$ cat src/rtl/uart_imem_loader.sv
// Assembles UART bytes into little-endian 32-bit words, writes them to consecutive
// instruction-memory addresses and releases the core once the 0xFFFFFFFF terminator arrives.
module uart_imem_loader #(
  parameter int ADDR_W         = 8,
  parameter int TIMEOUT_CYCLES = 104200
) (
  input  logic              clk,
  input  logic              rst,
  input  logic              uart_rx_valid,
  input  logic [7:0]        uart_rx_data,
  input  logic              uart_rx_break,
  output logic              imem_we,
  output logic [ADDR_W-1:0] imem_addr,
  output logic [31:0]       imem_wdata,
  output logic              write_done,
  output logic              core_rst,
  output logic              overflow,
  output logic [ADDR_W:0]   word_count
);

  localparam int IDLE_W = $clog2(TIMEOUT_CYCLES + 1);
  localparam logic [ADDR_W:0] DEPTH = {1'b1, {ADDR_W{1'b0}}};
  localparam logic [IDLE_W-1:0] IDLE_LAST = IDLE_W'(TIMEOUT_CYCLES - 1);

  typedef enum logic [1:0] {LOAD, WRITE, DONE, ERROR} state_t;

  state_t              state, state_nx;
  logic [1:0]          bidx, bidx_nx;
  logic [31:0]         asm_r, asm_nx;
  logic [IDLE_W-1:0]   idle, idle_nx;
  logic [ADDR_W:0]     wc_nx;
  logic [ADDR_W-1:0]   addr_nx;
  logic [31:0]         wdata_nx;
  logic                we_nx, done_nx, crst_nx, ovf_nx;
  logic                accept;
  logic [31:0]         word;

  assign accept = uart_rx_valid && (state == LOAD || state == WRITE);
  assign word   = {uart_rx_data, asm_r[23:0]};

  always_ff @(posedge clk or posedge rst) begin
    if (rst) begin
      state      <= LOAD;
      bidx       <= '0;
      asm_r      <= '0;
      idle       <= '0;
      word_count <= '0;
      imem_we    <= 1'b0;
      imem_addr  <= '0;
      imem_wdata <= '0;
      write_done <= 1'b0;
      core_rst   <= 1'b1;
      overflow   <= 1'b0;
    end else begin
      state      <= state_nx;
      bidx       <= bidx_nx;
      asm_r      <= asm_nx;
      idle       <= idle_nx;
      word_count <= wc_nx;
      imem_we    <= we_nx;
      imem_addr  <= addr_nx;
      imem_wdata <= wdata_nx;
      write_done <= done_nx;
      core_rst   <= crst_nx;
      overflow   <= ovf_nx;
    end
  end

  always_comb begin
    state_nx = state;
    bidx_nx  = bidx;
    asm_nx   = asm_r;
    idle_nx  = idle;
    wc_nx    = word_count;
    we_nx    = 1'b0;
    addr_nx  = imem_addr;
    wdata_nx = imem_wdata;
    done_nx  = write_done;
    crst_nx  = core_rst;
    ovf_nx   = overflow;

    if (state == WRITE) begin
      wc_nx    = word_count + 1'b1;
      state_nx = LOAD;
    end

    if (accept) begin
      asm_nx[{bidx, 3'b000} +: 8] = uart_rx_data;
      bidx_nx = bidx + 2'd1;
      idle_nx = '0;
      if (bidx == 2'd3) begin
        if (word == 32'hFFFF_FFFF) begin
          state_nx = DONE;
          done_nx  = 1'b1;
          crst_nx  = 1'b0;
        end else if (word_count == DEPTH) begin
          state_nx = ERROR;
          ovf_nx   = 1'b1;
        end else begin
          wdata_nx = word;
          addr_nx  = word_count[ADDR_W-1:0];
          we_nx    = 1'b1;
          state_nx = WRITE;
        end
      end
    end else if (bidx != 2'd0) begin
      // A stalled partial word is dropped so the next byte starts a fresh word.
      if (idle == IDLE_LAST) begin
        bidx_nx = '0;
        idle_nx = '0;
      end else begin
        idle_nx = idle + 1'b1;
      end
    end

    if (uart_rx_break) begin
      state_nx = LOAD;
      bidx_nx  = '0;
      idle_nx  = '0;
      wc_nx    = '0;
      we_nx    = 1'b0;
      done_nx  = 1'b0;
      crst_nx  = 1'b1;
      ovf_nx   = 1'b0;
    end
  end

endmodule

$ cat config.mk
export PLATFORM = sky130hd
export DESIGN_NAME = uart_imem_loader
export DESIGN_NICKNAME = d
export VERILOG_FILES = /design/src/rtl/uart_imem_loader.sv
export SDC_FILE = /design/constraint.sdc
export NUM_CORES = 1
export LEC_CHECK = 0
export BUFFER_PORTS_ARGS = -buffer_cell sky130_fd_sc_hd__buf_2
export CAP_MARGIN = 20
export CORE_ASPECT_RATIO = 1.2
export CORE_MARGIN = 1
export CORE_UTILIZATION = 40
export CTS_CLUSTER_DIAMETER = 100
export DETAILED_ROUTE_END_ITERATION = 10
export PLACE_DENSITY = 0.66
export SETUP_SLACK_MARGIN = 0.5
export SKIP_CTS_REPAIR_TIMING = 1
export SKIP_LAST_GASP = 1
export SYNTH_ARGS = -nofsm -noshare
export SYNTH_HDL_FRONTEND = slang
export SYNTH_SLANG_ARGS = --single-unit
$ cat constraint.sdc
create_clock -name clk -period 2.8 [get_ports clk]
set_input_delay 0.14 -clock clk [delete_from_list [all_inputs] [get_ports clk]]
set_output_delay 0.14 -clock clk [all_outputs]
set_load 0.01 [all_outputs]
==> reports/qor.yml <==
run_status:
  status: "finished clean"
global_route:
  gr-total-overflow: 0
  grt_pass1_vias: 2726
  grt_max_degree: 72
  grt_usage_pct: 16.9
  grt_pass1_wl_mm: 14.0
  antenna_found_initial: 0
logic_synthesis:
  synth_nets: 349
  synthCells: 329
  synth_ff_type: "dfrtp_1"
  syn_area_mm2: 0.00419
  synth_async_sr_flop_share_pct: 100
  avgSynthCellArea_um2: 12.7
  synth_edf_count: 0
  synth_seq_area_share_pct: 58.5
  synth-seq-cells: 98
  synth_warnings: 0
  synth.distinct_cells: 42
critical_path:
  critPathRequiredTime_ps: 3080
  crit_top_cell: "inv_1"
  arrival_ps: 2410
  startpoint_type: "register"
  r2r_start: "bidx[0]$_DFFE_PP0P_"
  setup.worst_path.start: "bidx[0]$_DFFE_PP0P_"
  crit_path_max_fanout: 8
  path_cells: "inv_1 > ha_2 > inv_1 > nor4_2 > a22o_1"
  cp.buffers_inverters: 2
  cp_slowest_stage_delay_ps: 650
  critical_path_class: "reg2reg"
  cp_slowest_cell: "nor4_2"
  cp-end-kind: "register"
  path_delay_family: "simple AND/OR/NAND/NOR gates"
power_and_ir_drop:
  p_int_mw: 2.36
  switchingPower_uw: 756
  power_density_mw_per_mm2: 625
  p_leak_nw: 2.48
  ir_drop_mv: 0.293
  power_frac_comb_pct: 9.2
  p_sw_share_pct: 24.3
  clkPwrFrac_pct: 40.7
  power.total_mw: 3.11
  p_seq_share_pct: 50.1
clocking:
  tritoncts_num_sinks: 98
  cts_root_buf: "clkbuf_16"
  clkSlewWorstSetupHoldPaths_ps: 70
  cts.path.max_buffers: 2
  clock_latency_ps: 350
  numCtsBuffers: 9
  cts_tree: "yes"
  htree_levels: 3
drt:
  finalWirelength_mm: 8.48
  drt_first_pass_iters: 4
  drc: 0
  ant_nets: 0
  viasPerCell: 5.37
  drtIter0Drc: 92
  wl_per_cell_um: 16.0
  routed-via-count: 2853
timing:
  tns_ps: 0
  fin_ws_ps: 676
  max_slew_margin_pct: 53.0
  rsz0062_at_grt: "yes"
  fmax_mhz: 471
  hold_violations: 0
  fin_crit_sh_pct: 75.9
  min_period_ps: 2120
  skew_ps: 8.80
  finalSetupViolCount: 0
  drv_slew: 0
  worst_pin_slew_ps: 699
place:
  place_hpwl_mm: 5.87
  numPortBuffers: 64
  placed_area_mm2: 0.00466
  place_ws_ps: 560
  place.gp.congestion: 0.786
floorplanning:
  io_pins: 65
  core-area_mm2: 0.0101
  die-area_mm2: 0.0109
  die_h_um: 114
  die_w_um: 95.4
  std_cell_rows: 40
  start_util_pct: 41.5
cells_and_area:
  fin_util_pct: 49.3
  drive_gt1_share_pct: 32.1
  nets: 420
  antenna_cells: 0
  syn_to_final_growth_pct: 18.9
  final_cell_area_mm2: 0.00498
run:
  drv_cap: 0
min_path:
  worstHoldStart: "uart_rx_data[6]"
  hp-class: "in2reg"
-- path summary, 6_finish.rpt --
check,endpoint,slack [ps],cells after the start
max,asm_r[4]$_DFFE_PP0P_,680,5
min,asm_r[14]$_DFFE_PP0P_,110,2
max reg2reg,asm_r[4]$_DFFE_PP0P_,680,5
min reg2reg,imem_wdata[4]$_DFFE_PP0P_,480,1
max in group asynchronous,core_rst$_DFFE_PP1P_,1600,4
min in group asynchronous,imem_wdata[17]$_DFFE_PP0P_,430,3
-- cell usage in the layout, fill, tap and decap left out, types with 10 or more instances in the layout --
| master | count |
|---|---|
| nand4_1 | 15 |
| nor2_1 | 29 |
| nand2_1 | 10 |
| a22o_1 | 24 |
| xor2_1 | 15 |
| dfrtp_1 | 97 |
| mux2_2 | 36 |
| buf_2 | 64 |
| nand3_1 | 10 |
-- cell usage after synthesis, drive strengths merged, types with 2 or more instances --
| cell type | number | area share [%] |
|---|---|---|
| a21o | 2 | 0.36 |
| a21oi | 8 | 0.96 |
| a22o | 24 | 5.0 |
| and3 | 5 | 0.75 |
| and4 | 4 | 0.84 |
| buf | 7 | 1.4 |
| clkbuf | 2 | 0.18 |
| dfrtp | 97 | 58 |
| ha | 8 | 2.4 |
| inv | 10 | 0.90 |
| mux2 | 39 | 10 |
| nand2 | 12 | 1.2 |
| nand3 | 11 | 1.4 |
| nand3b | 2 | 0.36 |
| nand4 | 15 | 2.2 |
| nor2 | 29 | 2.6 |
| nor2b | 2 | 0.30 |
| nor3 | 2 | 0.24 |
| nor3b | 2 | 0.36 |
| nor4 | 4 | 0.75 |
| nor4b | 4 | 1.6 |
| o21ai | 8 | 0.96 |
| or3 | 3 | 0.45 |
| xnor2 | 4 | 0.84 |
| xor2 | 15 | 3.1 |
-- flip-flops by register name (all words and copies together) (netlist names) --
name / count
asm_r: 24
bidx: 2
core_rst: 1
idle: 17
imem_addr: 8
imem_wdata: 32
imem_we: 1
overflow: 1
state: 2
word_count: 9
write_done: 1
-- cell families (layout without fill, tap and decap cells) --
group	Yosys count	after routing	synth area share, %
AND/OR/NAND/NOR	97	97	13.4
adder cells (fa/ha/maj)	8	8	2.39
XOR/XNOR	19	19	3.97
AO/OA/AOI/OAI	49	49	8.69
buffers and inverters	19	95	2.51
flip-flops	98	98	58.5
multiplexers	39	39	10.5
-- metrics by stage --
stage	hold WS, ps	cells
finish	113	531
global route	118	531
CTS	-117	530
detailed placement	248	514
global placement	247	514
floorplan	273	329
-- power groups by stage --
stage	combinational [mW]	clock [mW]	sequential, mW
detailed placement	0.288	0	1.59
CTS	0.290	1.30	1.56
finish	0.285	1.27	1.56
global placement	0.282	0	1.59
global route	0.318	1.35	1.58
floorplan	0.150	0	1.60
-- final cells by class --
cell class	count	area [um2]
flip-flops and latches	98	2450
clock buffers	10	239
repair buffers	69	385
clock inverters	6	72.6
inverters	10	41.3
multi-input cells	212	1640
well taps	126	158
fillers	909	5120
-- per-layer routing --
layer / global-route usage (%) / part of all wire (%) / up-vias / routed length (um)
li1: - / - / 1342 / -
met1: 23.3 / 45 / 1435 / 3850
met2: 25.8 / 49 / 63 / 4120
met3: 3.78 / 4.2 / 13 / 358
met4: 6.97 / 1.7 / 0 / 143
met5: 0 / 0 / - / 0
Note: power is estimated with default switching activity, not from simulation.
